## src/rtl/fetch_unit.sv

```systemverilog
// Instruction fetch stage: PC generation, request/grant/response instruction
// memory port, 2-entry {instr, pc} queue towards decode, and redirect squash.
module fetch_unit #(
  parameter logic [31:0] RESET_PC  = 32'h0000_0000,
  parameter logic [31:0] NOP_INSTR = 32'h0000_0013
) (
  input  logic        clk,
  input  logic        rst_n,
  output logic        imem_req,
  output logic [31:0] imem_addr,
  input  logic        imem_gnt,
  input  logic        imem_rvalid,
  input  logic [31:0] imem_rdata,
  input  logic        redirect_en,
  input  logic [31:0] redirect_pc,
  input  logic        id_stall,
  output logic        id_valid,
  output logic [31:0] id_instr,
  output logic [31:0] id_pc,
  output logic        bxx_flush
);
  timeunit 1ns;
  timeprecision 1ps;

  // Handshakes: a fetch is taken when imem_req && imem_gnt; the queue head is
  // consumed by decode when id_valid && !id_stall. imem_req never depends on imem_gnt.

  logic        r_run;
  logic [31:0] r_pc;
  logic [31:0] r_q_instr [2];
  logic [31:0] r_q_pc    [2];
  logic        r_q_head;
  logic [1:0]  r_q_count;
  logic [31:0] r_tag [2];
  logic        r_tag_rd;
  logic        r_tag_wr;
  logic [1:0]  r_outstanding;
  logic [1:0]  r_drop_cnt;
  logic        r_flush;

  logic        w_grant;
  logic        w_pop;
  logic        w_push;
  logic        w_q_pop;
  logic        w_wr_idx;
  logic [2:0]  w_credit;
  logic [1:0]  w_out_nxt;
  logic [31:0] w_redirect_pc;
  logic        w_unused_ok;

  assign w_unused_ok   = ^redirect_pc[1:0];
  assign w_redirect_pc = {redirect_pc[31:2], 2'b00};

  assign id_valid = (r_q_count != 2'd0);
  assign id_instr = id_valid ? r_q_instr[r_q_head] : NOP_INSTR;
  assign id_pc    = id_valid ? r_q_pc[r_q_head]    : 32'h0;
  assign bxx_flush = r_flush;

  // A head leaving this cycle frees its slot, which keeps the stream at one
  // instruction per cycle while still bounding entries to two.
  assign w_pop    = id_valid && !id_stall;
  assign w_credit = {1'b0, r_outstanding} + {1'b0, r_q_count} - {2'b00, w_pop};
  assign imem_req  = r_run && (w_credit < 3'd2);
  assign imem_addr = r_pc;

  assign w_grant   = imem_req && imem_gnt;
  assign w_out_nxt = r_outstanding + {1'b0, w_grant} - {1'b0, imem_rvalid};
  assign w_push    = imem_rvalid && (r_drop_cnt == 2'd0) && !redirect_en;
  assign w_q_pop   = w_pop && !redirect_en;
  assign w_wr_idx  = r_q_head ^ r_q_count[0];

  always_ff @(posedge clk or negedge rst_n) begin
    if (!rst_n) begin
      r_run         <= 1'b0;
      r_pc          <= RESET_PC;
      r_outstanding <= 2'd0;
      r_drop_cnt    <= 2'd0;
      r_flush       <= 1'b0;
    end else begin
      r_run         <= 1'b1;
      r_outstanding <= w_out_nxt;
      r_flush       <= redirect_en;
      if (redirect_en) begin
        r_pc       <= w_redirect_pc;
        // Everything still owed by memory after this edge belongs to the old path.
        r_drop_cnt <= w_out_nxt;
      end else begin
        if (w_grant) begin
          r_pc <= r_pc + 32'd4;
        end
        if (imem_rvalid && (r_drop_cnt != 2'd0)) begin
          r_drop_cnt <= r_drop_cnt - 2'd1;
        end
      end
    end
  end

  // Tag FIFO tracks every granted request, stale or not, so it stays aligned
  // with the memory's in-order responses.
  always_ff @(posedge clk or negedge rst_n) begin
    if (!rst_n) begin
      r_tag_rd <= 1'b0;
      r_tag_wr <= 1'b0;
    end else begin
      if (w_grant) begin
        r_tag_wr <= ~r_tag_wr;
      end
      if (imem_rvalid) begin
        r_tag_rd <= ~r_tag_rd;
      end
    end
  end

  always_ff @(posedge clk) begin
    if (w_grant) begin
      r_tag[r_tag_wr] <= r_pc;
    end
  end

  always_ff @(posedge clk or negedge rst_n) begin
    if (!rst_n) begin
      r_q_head  <= 1'b0;
      r_q_count <= 2'd0;
    end else if (redirect_en) begin
      r_q_head  <= 1'b0;
      r_q_count <= 2'd0;
    end else begin
      if (w_q_pop) begin
        r_q_head <= ~r_q_head;
      end
      r_q_count <= r_q_count + {1'b0, w_push} - {1'b0, w_q_pop};
    end
  end

  always_ff @(posedge clk) begin
    if (w_push) begin
      r_q_instr[w_wr_idx] <= imem_rdata;
      r_q_pc[w_wr_idx]    <= r_tag[r_tag_rd];
    end
  end

endmodule

```

## config.mk

```make
export PLATFORM = sky130hd
export DESIGN_NAME = fetch_unit
export DESIGN_NICKNAME = d
export VERILOG_FILES = /design/src/rtl/fetch_unit.sv
export SDC_FILE = /design/constraint.sdc
export NUM_CORES = 1
export LEC_CHECK = 0
export CORE_UTILIZATION = 56
export DETAILED_ROUTE_END_ITERATION = 16
export PLACE_DENSITY = 0.92
export RECOVER_POWER = 100
export SYNTH_ARGS = -nofsm -noshare
export SYNTH_HDL_FRONTEND = slang
export SYNTH_SLANG_ARGS = --single-unit
```

## constraint.sdc

```tcl
create_clock -name clk -period 10.8 [get_ports clk]
set_input_delay 3.24 -clock clk [delete_from_list [all_inputs] [get_ports clk]]
set_output_delay 3.24 -clock clk [all_outputs]
set_load 0.01 [all_outputs]
```

; Word-level counts from Yosys, hierarchy flattened
; Memory sizes are Yosys's and may differ from the RTL's.
; Index checks and enable logic that the tools add are counted.
[word_totals]
output_inout_bits = 99
wordCells = 53
reg_bits = 43
n_memories = 3
ram_bits = 192
in_bits = 70
[memory_table]
columns = memory, depth, width, read_ports, rd_ports_with_merged_regs, write_ports, line_no
row1 = r_q_instr, 2, 32, 1, 0, 1, 30  ; logic [31:0] r_q_instr [2];
row2 = r_q_pc, 2, 32, 1, 0, 1, 31  ; logic [31:0] r_q_pc [2];
row3 = r_tag, 2, 32, 1, 0, 1, 34  ; logic [31:0] r_tag [2];
[classes]
addsub = 8
order_cmp = 1
n_mux = 13
bitwise = 4
reduce_logical = 15
[op_table]
columns = operator, n
row1 = $mux W32, 4
row2 = $add A32 B3 Y32 const B, 1
row3 = $reduce_bool A2 Y1, 5
row4 = $logic_and A1 B1 Y1, 7
row5 = $mux W1, 6
row6 = $mux W2, 3
row7 = $add A2 B1 Y2, 2
row8 = $sub A2 B1 Y2, 2
row9 = $add A2 B2 Y3, 1
row10 = $lt A3 B2 Y1 const B, 1
row11 = $not A1 Y1, 3
row12 = $sub A3 B1 Y3, 1
row13 = $logic_not A1 Y1, 2
row14 = $logic_not A2 Y1, 1
row15 = $sub A2 B1 Y2 const B, 1
row16 = $xor A1 B1 Y1, 1

; Longest topological paths before layout
; Gate-level depths: netlist of run 1.
[depth]
ltp_word = 9
mapped_depth = 13
ltp_nobuf = 13

; Worst setup path before layout of run 1
; No wires, ideal clock.
[synth_timing]
path_kind = input port to output port
from = input port id_stall
to = output port imem_req
required_ns = 7.560
path_buffers = 0
cell_stages = 5
arrival_time_ns = 4.248
slack_ns = 3.312
cell_sequence = xnor2_1 -> nand2_1 -> fa_1 -> xor2_1 -> and3_1
[synth_via]
elab_chain_len = 5
[synth_lines]
columns = item, line_no
row1 = "start, declared", 16  ; input logic id_stall,
row2 = $logic_not A1 Y1, 61  ; assign w_pop = id_valid && !id_stall;
row3 = $logic_and A1 B1 Y1, 61
row4 = $sub A3 B1 Y3, 62  ; assign w_credit = {1'b0, r_outstanding} + {1'b0, r_q_count} - {2'b00, w_pop};
row5 = $lt A3 B2 Y1, 63  ; assign imem_req = r_run && (w_credit < 3'd2);
row6 = $logic_and A1 B1 Y1, 63
row7 = "end, declared", 9  ; output logic imem_req,
; Every way passes these cells.

; Worst setup path after layout of run 1
; Same ends and word-level chain as after synthesis.

==> impl_metrics.sql, run 1 <==
INSERT INTO impl_metrics (metric_group, metric, value, unit) VALUES
('routing', 'wire_per_inst', '18.3', 'um'),
('outcome', 'failed_checks', 'capacitance limit, slew limit', ''),
('sta', 'slew_headroom', '-88.2', '%'),
('synth', 'synthesis.area', '9160', 'sq um'),
('placed_design', 'detailed_place_hpwl', '11900', 'um'),
('grt', 'grt_first_pass_wirelength', '28400', 'um'),
('cts', 'cts.clk_slew.worst_paths', '0.06', 'ns'),
('power', 'power.density', '209', 'nW/um^2'),
('synth', 'yosys-top-cells-area', 'sky130_fd_sc_hd__edfxtp_1, sky130_fd_sc_hd__dfrtp_1, sky130_fd_sc_hd__mux2i_1', ''),
('setup_path', 'worst_path_dominant_cell_family', 'buffers and inverters', ''),
('sta', 'totalNegativeSetupSlack', '0', 'ns'),
('synth', 'synthDistinctLibCells', '39', ''),
('cts', 'clk_root_buffer_cell', 'sky130_fd_sc_hd__clkbuf_16', ''),
('synth', 'synthMostInstantiatedCell', 'sky130_fd_sc_hd__edfxtp_1', ''),
('grt', 'antenna_found_initial', '0', ''),
('synth', 'part_of_the_yosys_area_used_for_sequential_elements', '71.5', '%'),
('routing', 'drc', '0', ''),
('sta', 'rsz0062_at_grt', 'false', ''),
('placed_design', 'preCtsSetupSlack', '2.15', 'ns'),
('cts', 'clock-sinks', '225', ''),
('synth', 'commonest_cells_in_the_synthesized_netlist', 'sky130_fd_sc_hd__edfxtp_1, sky130_fd_sc_hd__nor2_1, sky130_fd_sc_hd__mux2i_1', ''),
('cts', 'worstSkewPairLatency', '0.50', 'ns'),
('outcome', 'status', 'finished, violations left', ''),
('min_path', 'worst_hold_class', 'reg2reg', ''),
('floorplanning', 'ioPinCount', '169', ''),
('grt', 'residual_overflow_from_global_routing', '0', ''),
('synth', 'postSynthAreaPerCell', '15.0', 'sq um'),
('final_layout', 'final_nets', '855', ''),
('grt', 'grt_max_degree', '66', ''),
('cts', 'cts_hold_repair.buffers', '0', ''),
('synth', 'synth_enable_flop_cells', '184', ''),
('floorplanning', 'die_y', '130', 'um'),
('sta', 'timing.fmax', '113', 'MHz'),
('cts', 'cts_max_path_buffers', '3', ''),
('sta', 'hold_viol_final', '0', ''),
('setup_path', 'timing.critical_path.mode_cell', 'sky130_fd_sc_hd__dlygate4sd3_1', ''),
('cts', 'cts_buffers', '22', ''),
('synth', 'area_share_of_the_leading_cell_type_in_the_synthesized_netlist', '60.3', '%'),
('cts', 'postCtsSetupRepairBufs', '0', ''),
('setup_path', 'crit_fanout', '5', ''),
('sta', 'final-max-slew-violation-count', '392', ''),
('routing', 'routed-via-count', '5450', ''),
('grt', 'grt.total_usage', '22.2', '%'),
('min_path', 'hp-start', 'r_tag_wr$_DFFE_PN0P_', ''),
('final_layout', 'syn_to_final_growth', '26.9', '%'),
('synth', 'netlist.top_cell.by_area', 'sky130_fd_sc_hd__edfxtp_1', ''),
('placed_design', 'placed_cells', '969', ''),
('power', 'worst_ir_drop_vdd', '0.124', 'mV'),
('synth', 'synthCells', '609', ''),
('setup_path', 'timing.rr.end', 'r_q_pc[0][26]$_DFFE_PP_', ''),
('floorplanning', 'chipWidth', '130', 'um'),
('setup_path', 'worstPathRequired', '7.56', 'ns'),
('cts', 'cts_htree_levels', '1', ''),
('setup_path', 'worst_ep_arrival_time', '5.61', 'ns'),
('setup_path', 'worst-setup-path-type', 'in2out', ''),
('setup_path', 'reg2reg_setup_slack', '5.35', 'ns'),
('routing', 'detail_route.iter0.violations', '356', ''),
('setup_path', 'cp_slowest_cell', 'sky130_fd_sc_hd__dlygate4sd3_1', ''),
('sta', 'post-route-period-util', '81.9', '%'),
('setup_path', 'worstSetupStartpointType', 'primary input', ''),
('grt', 'grt_pass1_vias', '5582', ''),
('run', 'max_cap_violations', '11', ''),
('setup_path', 'critPathMaxStageDelay', '0.63', 'ns'),
('final_layout', 'antenna_cells_inserted', '0', ''),
('final_layout', 'drive_gt1_share', '6.56', '%'),
('sta', 'report.final.setup_viol', '0', ''),
('setup_path', 'worstPathBufferInverterCount', '2', ''),
('setup_path', 'worstRegToRegCells', '3', ''),
('final_layout', 'finish.cell_count_without_fillers', '1009', ''),
('floorplanning', 'coreArea', '15900', 'sq um'),
('setup_path', 'critical_path.cell_chain', 'dlygate4sd3_1, xnor2_1, nand2_1, fa_1, xor2_1, and3_1, dlygate4sd3_1', '');
[registers in the layout, summed over array words and instances (netlist names)]
signal and count:
bxx_flush 1, r_tag_rd 1, imem_addr 30, r_outstanding 2, r_q_pc 60, r_tag_wr 1
r_q_count 2, r_q_instr 64, r_run 1, r_tag 60, r_q_head 1, r_drop_cnt 2
[logic make-up (layout without fill, tap and decap cells)]
group                    count (synthesis)  in the layout  synth area share (%)
multiplexers                            94             94                  10.7
flip-flops                             225            225                  71.5
XOR/XNOR                                37             37                  3.62
buffers and inverters                   39            220                  1.86
other                                    2              5                0.0820
AO/OA/AOI/OAI                           37             37                  2.06
AND/OR/NAND/NOR                        167            167                  8.98
adder cells (fa/ha/maj)                  8              8                  1.17
[placed cells by master (no fill, tap or decap), types with 14 or more instances in the layout]
master	count
sky130_fd_sc_hd__dfrtp_1	40
sky130_fd_sc_hd__mux2i_1	63
sky130_fd_sc_hd__edfxtp_1	184
sky130_fd_sc_hd__clkdlybuf4s50_1	32
sky130_fd_sc_hd__dlygate4sd3_1	128
sky130_fd_sc_hd__nand4_1	14
sky130_fd_sc_hd__clkbuf_1	15
sky130_fd_sc_hd__mux2_1	19
sky130_fd_sc_hd__clkbuf_16	23
sky130_fd_sc_hd__nor2_1	72
sky130_fd_sc_hd__nand2_1	40
sky130_fd_sc_hd__xor2_1	23
sky130_fd_sc_hd__o21ai_0	31
[worst max-delay path by stage]
stage	start	to	slack, ns	cells past startpoint
finish	id_stall	imem_req	1.95	7
CTS	id_stall	imem_req	2.14	7
detailed placement	id_stall	imem_req	2.15	7
global route	id_stall	imem_req	1.88	7
global placement	id_stall	imem_req	2.19	7
floorplan	id_stall	imem_req	3.31	5
[where the power goes]
group	switching (uW)	internal, uW
clock network	302	421
registers	77.9	1080
logic	285	263
total	665	1760
[worst register-to-register path, delay by kind of cell, from the launching register on]
| family | cells | cell delay [ns] |
|---|---|---|
| xor gates and xnor gates | 1 | 0.24 |
| buffers and inverters | 1 | 1.54 |
| DFF | 1 | 1.17 |
| and+or+nand+nor | 1 | 2.07 |
[area by class of cell]
class	count	area, sq um
clock buffer	30	612
tap	216	270
timing repair buffer	169	1640
clock inverter	10	76.3
multi-input combinational	348	2430
fill	995	4320
sequential	225	6560
inverter	11	41.3
[stage by stage]
stage | cell area, sq um | util (%) | power, uW | hold slack, ns
2_1_floorplan | 9170 | - | 1500 | 0.460
3_3_place_gp | 11000 | 69.0 | 1740 | 0.498
3_5_place_dp | 11000 | 69.0 | 1770 | 0.505
4_1_cts | 11700 | 73.3 | 2490 | 0.517
5_1_grt | 11600 | 72.9 | 2530 | 0.541
6_report | 11600 | 72.9 | 2430 | 0.498
[routing by layer]
metal	GRT usage, %	routed length [um]
met5	0	0
met3	3.36	1310
met1	27.1	7150
met4	8.96	477
met2	39.7	9550
Note: power is estimated with default switching activity, not from simulation.
==> run 2: changes to the inputs <==
--- a/config.mk
+++ b/config.mk
@@ -5,9 +5,9 @@
 export SDC_FILE = /design/constraint.sdc
 export NUM_CORES = 1
 export LEC_CHECK = 0
-export CORE_UTILIZATION = 56
+export CORE_UTILIZATION = 52
 export DETAILED_ROUTE_END_ITERATION = 16
-export PLACE_DENSITY = 0.92
+export PLACE_DENSITY = 0.86
 export RECOVER_POWER = 100
 export SYNTH_ARGS = -nofsm -noshare
 export SYNTH_HDL_FRONTEND = slang
==> constraint.sdc (replaced) <==
create_clock -name clk -period 9 [get_ports clk]
set_input_delay 2.7 -clock clk [delete_from_list [all_inputs] [get_ports clk]]
set_output_delay 2.7 -clock clk [all_outputs]
set_load 0.01 [all_outputs]
==> impl_metrics.sql, run 2 (same netlist as run 1, synthesis figures left out) <==
INSERT INTO impl_metrics (metric_group, metric, value, unit) VALUES
('sta', 'report.final.setup_viol', '0', ''),
('sta', 'fin_hold_ws', '0.510', 'ns'),
('final_layout', 'layout.cells.most_common_list', 'sky130_fd_sc_hd__edfxtp_1, sky130_fd_sc_hd__dlygate4sd3_1, sky130_fd_sc_hd__nor2_1', ''),
('min_path', 'hold-path-cell-count', '1', ''),
('setup_path', 'timing.critical_path.mode_cell', 'sky130_fd_sc_hd__clkbuf_1', ''),
('cts', 'postCtsSetupRepairBufs', '0', ''),
('cts', 'tritoncts_clock_tree', 'done', ''),
('sta', 'slew_headroom', '-91.9', '%'),
('final_layout', 'largest_register_ff_count', '64', ''),
('floorplanning', 'chipWidth', '135', 'um'),
('grt', 'grt_first_pass_wirelength', '29000', 'um'),
('floorplanning', 'placement_rows', '48', ''),
('min_path', 'hold_end', 'r_tag_wr$_DFFE_PN0P_', ''),
('cts', 'clk_root_buffer_cell', 'sky130_fd_sc_hd__clkbuf_16', ''),
('cts', 'post_cts_repair_resize_count', '0', ''),
('final_layout', 'largest-register', 'r_q_instr', ''),
('routing', 'routed-via-count', '5391', ''),
('setup_path', 'timing.rr.end', 'r_q_instr[0][9]$_DFFE_PP_', ''),
('sta', 'period_minus_slack', '7.73', 'ns'),
('placed_design', 'post_dp_cell_area', '11000', 'sq um'),
('sta', 'rsz0062_at_grt', 'false', ''),
('placed_design', 'port_buffers', '162', ''),
('setup_path', 'regToRegStartpoint', 'r_q_head$_DFFE_PN0P_', ''),
('grt', 'grt_max_degree', '66', ''),
('final_layout', 'fin_area', '11700', 'sq um'),
('final_layout', 'antenna_cells_inserted', '0', ''),
('grt', 'residual_overflow_from_global_routing', '0', ''),
('cts', 'worstSkewPairLatency', '0.50', 'ns'),
('final_layout', 'syn_to_final_growth', '28.1', '%'),
('grt', 'grt_pass1_vias', '5667', ''),
('grt', 'grt.total_usage', '20.8', '%'),
('setup_path', 'worstRegToRegCells', '3', ''),
('floorplanning', 'die_y', '135', 'um'),
('sta', 'timing.fmax', '129', 'MHz'),
('sta', 'fin_skew', '0.0108', 'ns'),
('floorplanning', 'ioPinCount', '169', ''),
('final_layout', 'final_common_cell', 'sky130_fd_sc_hd__edfxtp_1', ''),
('setup_path', 'critPathMaxStageDelay', '1.92', 'ns'),
('cts', 'cts_max_path_buffers', '3', ''),
('sta', 'final-max-slew-violation-count', '396', ''),
('routing', 'viasPerCell', '5.30', ''),
('setup_path', 'crit_fanout', '62', ''),
('sta', 'tightest_slew', '2.88', 'ns'),
('min_path', 'worst_hold_class', 'reg2reg', ''),
('outcome', 'status', 'finished, violations left', ''),
('final_layout', 'final_nets', '855', ''),
('cts', 'cts_htree_levels', '1', ''),
('power', 'cellLeakagePower', '0.00418', 'uW'),
('routing', 'final_antenna_net_count', '0', ''),
('setup_path', 'worstPathRequired', '9.07', 'ns'),
('setup_path', 'cp_slowest_cell', 'sky130_fd_sc_hd__nor2b_1', ''),
('sta', 'totalNegativeSetupSlack', '0', 'ns'),
('grt', 'antenna_found_initial', '0', ''),
('floorplanning', 'floorplan.die_area', '18100', 'sq um'),
('routing', 'wire_per_inst', '17.8', 'um'),
('setup_path', 'worst_ep_arrival_time', '7.80', 'ns'),
('cts', 'cts.clk_slew.worst_paths', '0.05', 'ns'),
('setup_path', 'crit_path_end_kind', 'flop', ''),
('final_layout', 'fillers', '1135', ''),
('sta', 'hold_viol_final', '0', ''),
('setup_path', 'critical_path.cell_chain', 'clkbuf_1, clkinv_1, nand3_1, nor2b_1, clkbuf_1', ''),
('cts', 'cts_hold_repair.buffers', '0', ''),
('cts', 'clock-sinks', '225', ''),
('routing', 'detail_route.wirelength', '18200', 'um'),
('setup_path', 'reg2reg_setup_slack', '3.64', 'ns'),
('floorplanning', 'floorplan.initialDensity', '53.1', '%'),
('placed_design', 'gp_congestion', '0.791', ''),
('power', 'power.density', '258', 'nW/um^2'),
('setup_path', 'worst-setup-path-type', 'in2reg', ''),
('run', 'max_cap_violations', '11', ''),
('min_path', 'hp-start', 'r_tag_wr$_DFFE_PN0P_', ''),
('final_layout', 'biggestRegsByFlops', 'r_q_instr: 64 flops, r_q_pc: 60 flops, r_tag: 60 flops', ''),
('placed_design', 'detailed_place_hpwl', '11900', 'um'),
('sta', 'post-route-period-util', '85.8', '%'),
('outcome', 'failed_checks', 'capacitance limit, slew limit', ''),
('setup_path', 'worstSetupStartpointType', 'primary input', ''),
('cts', 'cts_buffers', '23', ''),
('power', 'worst_ir_drop_vdd', '0.188', 'mV'),
('routing', 'detail_route.iter0.violations', '301', ''),
('floorplanning', 'coreArea', '17200', 'sq um'),
('routing', 'drc', '0', ''),
('routing', 'firstDrtPassIters', '4', ''),
('final_layout', 'drive_gt1_share', '7.82', '%');
## run 2: area by class of cell
type                    instances  area (sq um)  area share [%]
inverters                      11          41.3           0.352
well taps                     225           282            2.40
repair buffers                168          1630            13.9
clock inverters                14           199            1.70
multi-input cells             348          2420            20.6
flip-flops and latches        225          6560            55.9
clock buffers                  27           601            5.12
## run 2: worst max path at each step
stage           startpoint                         to  slack (ns)  depth (start not counted)
2_1_floorplan     id_stall                   imem_req        2.59                          5
3_5_place_dp      id_stall                   imem_req        1.46                          7
5_1_grt        redirect_en  r_q_instr[0][5]$_DFFE_PP_        0.74                          5
6_report       redirect_en  r_q_instr[0][9]$_DFFE_PP_        1.27                          5
4_1_cts           id_stall                   imem_req        1.45                          7
3_3_place_gp      id_stall                   imem_req        1.46                          7
## run 2: per-layer routing
| metal | up-vias | wire length [um] | track usage, % |
|---|---|---|---|
| met5 | - | 0 | 0 |
| met4 | 0 | 432 | 8.80 |
| met3 | 35 | 1040 | 2.85 |
| met2 | 191 | 9550 | 37.0 |
| met1 | 2614 | 7130 | 25.5 |
| li1 | 2551 | - | - |
## run 2: where the power goes
group	internal, uW	switching, uW	total, uW
logic	315	338	653
registers	1290	92.2	1380
clock network	620	370	990
## run 2: metrics by stage
stage	instances	util, %	setup slack (ns)	power [uW]
CTS	1018	68.5	1.45	3110
finish	1018	68.0	1.27	3030
global route	1018	68.0	0.736	3160
floorplan	612	-	2.59	1800
detailed placement	977	63.9	1.46	2120
global placement	977	63.9	1.46	2090
## run 2: worst max-delay path: cells and delay by family
family | cells | cell delay (ns)
buffers and inverters | 3 | 2.93
AND/OR/NAND/NOR | 2 | 2.12
